**src/rtl/core_pkg.sv**
```systemverilog
// Shared types and constants for the core's writeback stage.
package core_pkg;

  localparam int CORE_XLEN   = 32;
  localparam int CORE_REG_AW = 5;

  typedef enum logic [1:0] {
    LS_BYTE = 2'd0,
    LS_HALF = 2'd1,
    LS_WORD = 2'd2
  } load_size_t;

  typedef enum logic {
    WB_IDLE      = 1'b0,
    WB_WAIT_LOAD = 1'b1
  } wb_state_t;

endpackage

```
**src/rtl/load_align.sv**
```systemverilog
// Selects the addressed byte/half/word from a memory response word and extends it.
module load_align
  import core_pkg::*;
#(
  parameter int XLEN = CORE_XLEN
) (
  input  logic [XLEN-1:0] rdata_i,
  input  load_size_t      size_i,
  input  logic            unsigned_i,
  input  logic [1:0]      lsb_i,
  output logic [XLEN-1:0] data_o
);

  logic [7:0]  w_byte;
  logic [15:0] w_half;

  always_comb begin
    w_byte = rdata_i[7:0];
    case (lsb_i)
      2'd0:    w_byte = rdata_i[7:0];
      2'd1:    w_byte = rdata_i[15:8];
      2'd2:    w_byte = rdata_i[23:16];
      default: w_byte = rdata_i[31:24];
    endcase
  end

  // Halfword loads ignore lsb[0]; misaligned halves are not split.
  assign w_half = lsb_i[1] ? rdata_i[31:16] : rdata_i[15:0];

  always_comb begin
    data_o = rdata_i;
    case (size_i)
      LS_BYTE: data_o = {{(XLEN-8){~unsigned_i & w_byte[7]}}, w_byte};
      LS_HALF: data_o = {{(XLEN-16){~unsigned_i & w_half[15]}}, w_half};
      default: data_o = rdata_i;
    endcase
  end

endmodule

```
**src/rtl/writeback_unit.sv**
```systemverilog
// Writeback stage: sole register-file writer, load completion and one-entry scoreboard.
// Build option WB_FORWARD_EN forwards the write-port value to decode instead of stalling.
module writeback_unit
  import core_pkg::*;
#(
  parameter int XLEN   = CORE_XLEN,
  parameter int REG_AW = CORE_REG_AW
) (
  input  logic              clk,
  input  logic              rstn_i,
  input  logic              ex_valid_i,
  output logic              ex_ready_o,
  input  logic [REG_AW-1:0] ex_rd_i,
  input  logic [XLEN-1:0]   ex_data_i,
  input  logic              ex_is_load_i,
  input  load_size_t        ex_load_size_i,
  input  logic              ex_load_unsigned_i,
  input  logic [1:0]        ex_addr_lsb_i,
  input  logic              mem_rvalid_i,
  input  logic [XLEN-1:0]   mem_rdata_i,
  output logic [REG_AW-1:0] rd_o,
  output logic [XLEN-1:0]   data_rd_o,
  input  logic [REG_AW-1:0] dec_rs1_i,
  input  logic [REG_AW-1:0] dec_rs2_i,
  output logic              hazard_o,
  output logic              protocol_err_o,
  output logic [XLEN-1:0]   fwd_rs1_o,
  output logic [XLEN-1:0]   fwd_rs2_o,
  output logic              fwd_rs1_hit_o,
  output logic              fwd_rs2_hit_o,
  output wb_state_t         dbg_state_o
);

  // Handshake: an execute entry transfers on a rising clk edge where
  // ex_valid_i && ex_ready_o; ready depends on state only, never on valid.

  wb_state_t         r_state;
  wb_state_t         w_state_nxt;
  logic [REG_AW-1:0] r_rd;
  logic [XLEN-1:0]   r_data;
  logic [REG_AW-1:0] r_pend_rd;
  load_size_t        r_pend_size;
  logic              r_pend_uns;
  logic [1:0]        r_pend_lsb;
  logic              r_protocol_err;
  logic [XLEN-1:0]   w_load_data;
  logic              w_accept;
  logic              w_load_done;
  logic              w_pend_hz;
  logic              w_wr_hz;

  load_align #(.XLEN(XLEN)) u_load_align (
    .rdata_i    (mem_rdata_i),
    .size_i     (r_pend_size),
    .unsigned_i (r_pend_uns),
    .lsb_i      (r_pend_lsb),
    .data_o     (w_load_data)
  );

  always_ff @(posedge clk or negedge rstn_i) begin
    if (!rstn_i) r_state <= WB_IDLE;
    else         r_state <= w_state_nxt;
  end

  always_comb begin
    w_state_nxt = r_state;
    case (r_state)
      WB_IDLE:      if (ex_valid_i && ex_is_load_i) w_state_nxt = WB_WAIT_LOAD;
      WB_WAIT_LOAD: if (mem_rvalid_i) w_state_nxt = WB_IDLE;
      default:      w_state_nxt = WB_IDLE;
    endcase
  end

  always_comb begin
    ex_ready_o = 1'b0;
    w_pend_hz  = 1'b0;
    case (r_state)
      WB_IDLE: ex_ready_o = 1'b1;
      WB_WAIT_LOAD:
        w_pend_hz = (r_pend_rd != '0) &&
                    ((dec_rs1_i == r_pend_rd) || (dec_rs2_i == r_pend_rd));
      default: ex_ready_o = 1'b0;
    endcase
  end

  assign w_accept    = ex_valid_i && ex_ready_o;
  assign w_load_done = (r_state == WB_WAIT_LOAD) && mem_rvalid_i;

  always_ff @(posedge clk or negedge rstn_i) begin
    if (!rstn_i) begin
      r_rd           <= '0;
      r_data         <= '0;
      r_pend_rd      <= '0;
      r_pend_size    <= LS_BYTE;
      r_pend_uns     <= 1'b0;
      r_pend_lsb     <= 2'b00;
      r_protocol_err <= 1'b0;
    end else begin
      // The write port is a one-cycle pulse; data_rd_o keeps its last value.
      r_rd <= '0;
      if (w_load_done) begin
        r_rd   <= r_pend_rd;
        r_data <= w_load_data;
      end else if (w_accept) begin
        if (ex_is_load_i) begin
          r_pend_rd   <= ex_rd_i;
          r_pend_size <= ex_load_size_i;
          r_pend_uns  <= ex_load_unsigned_i;
          r_pend_lsb  <= ex_addr_lsb_i;
        end else begin
          r_rd   <= ex_rd_i;
          r_data <= ex_data_i;
        end
      end
      if ((r_state == WB_IDLE) && mem_rvalid_i) r_protocol_err <= 1'b1;
    end
  end

`ifdef WB_FORWARD_EN
  assign fwd_rs1_hit_o = (r_rd != '0) && (dec_rs1_i == r_rd);
  assign fwd_rs2_hit_o = (r_rd != '0) && (dec_rs2_i == r_rd);
  assign fwd_rs1_o     = fwd_rs1_hit_o ? r_data : '0;
  assign fwd_rs2_o     = fwd_rs2_hit_o ? r_data : '0;
  assign w_wr_hz       = 1'b0;
`else
  // The register file returns the pre-write value during the write cycle.
  assign fwd_rs1_hit_o = 1'b0;
  assign fwd_rs2_hit_o = 1'b0;
  assign fwd_rs1_o     = '0;
  assign fwd_rs2_o     = '0;
  assign w_wr_hz       = (r_rd != '0) && ((dec_rs1_i == r_rd) || (dec_rs2_i == r_rd));
`endif

  assign hazard_o       = w_pend_hz | w_wr_hz;
  assign rd_o           = r_rd;
  assign data_rd_o      = r_data;
  assign protocol_err_o = r_protocol_err;
  assign dbg_state_o    = r_state;

endmodule
```
**config.mk**
```make
export PLATFORM = sky130hd
export DESIGN_NAME = writeback_unit
export DESIGN_NICKNAME = d
export VERILOG_FILES = /design/src/rtl/core_pkg.sv /design/src/rtl/load_align.sv /design/src/rtl/writeback_unit.sv
export SDC_FILE = /design/constraint.sdc
export NUM_CORES = 1
export LEC_CHECK = 0
export BUFFER_PORTS_ARGS = -buffer_cell sky130_fd_sc_hd__buf_2
export CAP_MARGIN = 10
export CORE_AREA = 2 2 88 90
export CTS_CLUSTER_SIZE = 40
export DETAILED_ROUTE_END_ITERATION = 8
export DIE_AREA = 0 0 90 92
export PLACE_DENSITY = 0.86
export SLEW_MARGIN = 15
export SYNTH_ARGS = -nofsm -noshare
export SYNTH_HDL_FRONTEND = slang
export SYNTH_SLANG_ARGS = --single-unit
```
**constraint.sdc**
```tcl
create_clock -name clk -period 2.37 [get_ports clk]
set_input_delay 0.474 -clock clk [delete_from_list [all_inputs] [get_ports clk]]
set_output_delay 0.474 -clock clk [all_outputs]
set_load 0.02 [all_outputs]
```
Word-level counts from Yosys, hierarchy flattened:

Index checks and enable logic that the tools add are counted.

* output and inout port bits: 107
* register bits: 49

* reduce and logical (&&, ||, !) cells: 15
* muxes and demuxes: 14
* bitwise gates (word level): 6
* equality and inequality tests: 8

Operators by type and width (count)
* $mux 32: 3
* $pmux 32 s2: 1
* $pmux 8 s3: 1
* $eq 5x5->1: 4
* $mux 16: 1
* $mux 5: 3
* $reduce_bool 5->1: 2
* $logic_and 1x1->1: 6
* $eq 2x1->1 const B: 2
* $logic_not 2->1: 2
* $mux 1: 4
* $not 1->1: 3
* $reduce_and 3->1: 1
* $and 1x1->1: 2
* $eq 2x2->1 const B: 1
* $logic_or 1x1->1: 2
* $ne 2x1->1 const B: 1
* $pmux 1 s2: 1
* $reduce_and 2->1: 1
* $reduce_bool 2->1: 1
* $or 1x1->1: 1

Depth between registers and ports, before layout:

* word-level depth: 5
* mapped depth: 6

Cells and area by module:

From an unflattened synthesis, not the netlist that was laid out.

* cells, all modules: 396
* area total of the unflattened synthesis: 3771.1 um^2

Modules (own cells, without submodules)
* writeback_unit: cells an instance 281, area an instance 2925.3 um^2, seq. area each 1226.2 um^2, times used 1
* load_align: cells an instance 115, area an instance 845.8 um^2, seq. area each 0.0 um^2, times used 1

Least setup slack after synthesis:

OpenSTA, ideal clock, no wires.

* path kind: flip-flop to output port
* from: register r_rd[4], in the netlist rd_o[4]
* to: output port hazard_o
* setup slack: 0.594 ns
* data required time: 1.896 ns
* arrival time: 1.302 ns
* stages on the path, launching flop included: 5
* path through: dfrtp_1 > xor2_1 > nor3_1 > a22oi_1 > o22ai_1

* cells in the longest elaborated chain, start to end: 4
* elaborated cells between the ends (all ways): 6
* those cells by class: eq/ne (2); bitwise (1); reduce/logical (3)

RTL lines
* from (decl): RTL line writeback_unit.sv:39 `logic [REG_AW-1:0] r_rd;`
* from (signal assigned): RTL line writeback_unit.sv:102 `r_rd <= r_pend_rd;`
* from (signal assigned): RTL line writeback_unit.sv:111 `r_rd <= ex_rd_i;`
* $eq 5x5->1: RTL line writeback_unit.sv:131 `assign w_wr_hz = (r_rd != '0) && ((dec_rs1_i == r_rd) || (dec_rs2_i == r_rd));`
* $logic_or 1x1->1: RTL line writeback_unit.sv:131
* $logic_and 1x1->1 (*): RTL line writeback_unit.sv:131
* $or 1x1->1 (*): RTL line writeback_unit.sv:134 `assign hazard_o = w_pend_hz | w_wr_hz;`
* to (decl): RTL line writeback_unit.sv:25 `output logic hazard_o,`

Mark *: on every way between the ends. The rest lies on a longest branch, timed or not.

Final worst setup path:

* from: register r_pend_rd[3]
* to: output port hazard_o

* cells in the longest elaborated chain, start to end: 5
* elaborated cells between the ends (all ways): 7
* those cells by class: eq/ne (2); mux (1); bitwise (1); reduce/logical (3)

RTL lines
* from (decl): RTL line writeback_unit.sv:41 `logic [REG_AW-1:0] r_pend_rd;`
* from (signal assigned): RTL line writeback_unit.sv:106 `r_pend_rd <= ex_rd_i;`
* $eq 5x5->1: RTL line writeback_unit.sv:81 `((dec_rs1_i == r_pend_rd) || (dec_rs2_i == r_pend_rd));`
* $logic_or 1x1->1: RTL line writeback_unit.sv:81
* $logic_and 1x1->1 (*): RTL line writeback_unit.sv:80 `w_pend_hz = (r_pend_rd != '0) &&`
* $mux 1 (*): RTL line writeback_unit.sv:77 `case (r_state)`
* $or 1x1->1 (*): RTL line writeback_unit.sv:134

Marks and branches as above.

==> impl_metrics.yaml <==
finish:
  layout.nets: 577
  n_fill_cell: 698
  drive_gt1_frac: 0.3558
  diodes: 0
  syn2layout_area_growth_pct: 16.52
routing:
  drt-total-wl_um: 9400
  drt_drc_violations_left: 0
  vias: 3086
  top_layer_used: "met4"
  wl_per_cell_um: 15.91
  ant_nets: 0
  met3WireLength_um: 627
  met1_length_um: 3866
  drt_iter0_markers: 150
  avgViaCountPerCell: 5.222
  first_pass_iters: 4
  route.met2.wl_um: 4751
sta:
  fin_crit_ns: 2.171
  rsz0062_at_grt: "false"
  maxSlewViolCount: 0
  clock_skew_ns: 0.006230
  tns_ns: 0
  tightest_slew_ns: 0.6714
  fmax_mhz: 460.6
  slew_headroom: 0.5515
  setup_viol: 0
  timing_hold_violations_final: 0
  finalCritPeriodShare: 0.9160
setup_path:
  critPathKind: "flop to output port"
  crit_arrival_ns: 1.70
  cp-start-kind: "flop"
  crit_start: "r_pend_rd[3]"
  crit_required_ns: 1.90
  critPathMaxStageDelay_ns: 0.53
  reg2reg_from: "r_pend_lsb[1]"
  worst-path-max-fanout: 5
  worst_path_max_delay_cell: "or4_1"
  endpoint_kind: "output port"
  crit_path_cell_trace: "or4_1, o21ai_0, o22ai_1, buf_2"
flow_run:
  max_cap_violations: 0
synthesis:
  syn_inst: 368
  synthTopCellsByCount: "buf_4 (66), dfrtp_1 (49), xor2_1 (20)"
  synth.yosys.seq_area_share: 0.3483
  synth-edff-count: 0
  yosysTopAreaCellShare: 0.3483
  avgSynthCellArea_sq_um: 9.568
  synth_seq_cells: 49
  syn_area_sq_um: 3521
  yosys_warnings: 0
  synth.most_common_cell: "buf_4"
  synthTopCellsByArea: "dfrtp_1 (35%), buf_4 (14%), mux2i_1 (5.1%)"
  synth_area_leader_cell: "dfrtp_1"
  yosys_most_used_dff: "dfrtp_1"
  synthArstFlopShare: 1.000
  ys_types: 41
clock_tree:
  cts_hold_buf: 0
  clock-sinks: 49
  ctsRootBufferMaster: "clkbuf_8"
  clockBufferDepth: 2
  path_clk_slew_ns: 0.09
  cts_made_buffers: 5
  insertion_delay_ns: 0.31
  cts_tree: "built"
  cts_htree_levels: 2
  cts_setup_buffers: 0
  ctsResizeCount: 0
grt:
  grt_pass1_wl_um: 14260
  antenna_found_initial: 0
  gr-total-overflow: 0
  first_global_vias: 2951
  grt.total_usage: 0.2161
  grt_max_degree: 39
place:
  dp_hpwl_um: 7405
  place_congestion: 0.8689
  port-buffer-count: 129
floorplanning:
  die_w_um: 90
  die_h_um: 92
  dieArea_sq_um: 8280
  design.core.area_sq_um: 7447
  initial_core_util: 0.4728
  io_pins: 196
  rows: 32
power_and_ir_drop:
  irDropWorstVdd_mv: 0.3146
  power_density_nw_per_um2: 757.7
  p_leak_nw: 2.052
  power_mw: 3.109
worst_hold_path:
  hp-class: "input port to async pin"
outcome:
  outcome: "completed"
-- report_power, final --
| group | internal, mW | total, mW | switching [mW] |
|---|---|---|---|
| clock network | 0.204 | 0.499 | 0.294 |
| logic | 0.539 | 1.39 | 0.848 |
| registers | 1.04 | 1.22 | 0.179 |
-- routing by layer --
layer	vias up	GRT usage
met5	-	0
met4	0	0.06795
met3	15	0.04684
met2	150	0.3841
met1	1485	0.2619
li1	1436	-
-- metrics by stage --
step	instances	setup slack [ns]	instance area, sq um	hold slack (ns)	utilization
final	591	0.1991	4103	0.08194	0.5509
after global routing	591	0.1028	4103	0.1081	0.5509
after CTS	591	0.1864	4103	0.09774	0.5509
after detailed placement	583	0.3947	4016	0.4326	0.5393
after global placement	583	0.4868	4016	0.4291	0.5393
after floorplan	433	0.5940	3765	0.1784	-
-- cell families (layout without fill, tap and decap cells) --
| logic type | after synthesis | count (layout) | share of synthesized area |
|---|---|---|---|
| other | 1 | 66 | 0.001065 |
| buffers and inverters | 95 | 151 | 0.1791 |
| flip-flops | 49 | 49 | 0.3483 |
| AND/OR/NAND/NOR | 75 | 75 | 0.1116 |
| AO/OA/AOI/OAI | 99 | 99 | 0.2207 |
| multiplexers | 29 | 29 | 0.08955 |
| XOR/XNOR | 20 | 20 | 0.04975 |
-- final cells by class --
cell class | count | area [sq um] | area share
clock buffer | 5 | 68.82 | 0.01677
clock inverter | 3 | 17.52 | 0.004270
inverter | 4 | 15.01 | 0.003660
multi-input combinational | 289 | 1914 | 0.4666
sequential | 49 | 1226 | 0.2989
tap | 102 | 127.6 | 0.03111
timing repair buffer | 139 | 733.2 | 0.1787
-- layout by cell type, fill, tap and decap left out, types with 3 or more instances in the layout --
cell type    n
nor2_1       7
a32oi_1      9
xor2_1      20
nand2_1     19
o211ai_2    10
a21oi_1     15
buf_2      129
mux2i_1     18
buf_4        9
nor3_1       5
a22oi_1     16
o21ai_1      6
conb_1      66
nor2b_1      6
nand3b_1     7
o21ai_0      9
inv_1        3
and2b_1      3
mux2_2      10
or3_1        6
a211o_1      6
dfrtp_1     49
o211ai_1     6
a21o_1       8
nand3_1     17
a22o_1       7
clkbuf_8     5
-- worst paths after layout --
kind,end,slack [ns],depth (start not counted)
setup / recovery,hazard_o,0.20,4
hold / removal,data_rd_o[1],0.08,1
setup reg to reg,data_rd_o[29],0.55,6
hold reg to reg,protocol_err_o,0.46,1
max in group asynchronous,data_rd_o[12],1.68,2
min in group clk,dbg_state_o,0.38,2
-- registers in the layout, indices dropped and copies added (netlist names) --
| register | cells |
|---|---|
| data_rd_o | 32 |
| r_pend_size | 2 |
| protocol_err_o | 1 |
| rd_o | 5 |
| r_pend_lsb | 2 |
| r_pend_rd | 5 |
| r_pend_uns | 1 |
| dbg_state_o | 1 |
-- critical path: cells and delay by family (launching register included) --
family	cells	cell delay (ns)
AND/OR/NAND/NOR	1	0.53
buffers and inverters	1	0.16
AO/OA/AOI/OAI	2	0.27
flip-flops	1	0.44
No activity file was read; power rests on OpenSTA's default activity.
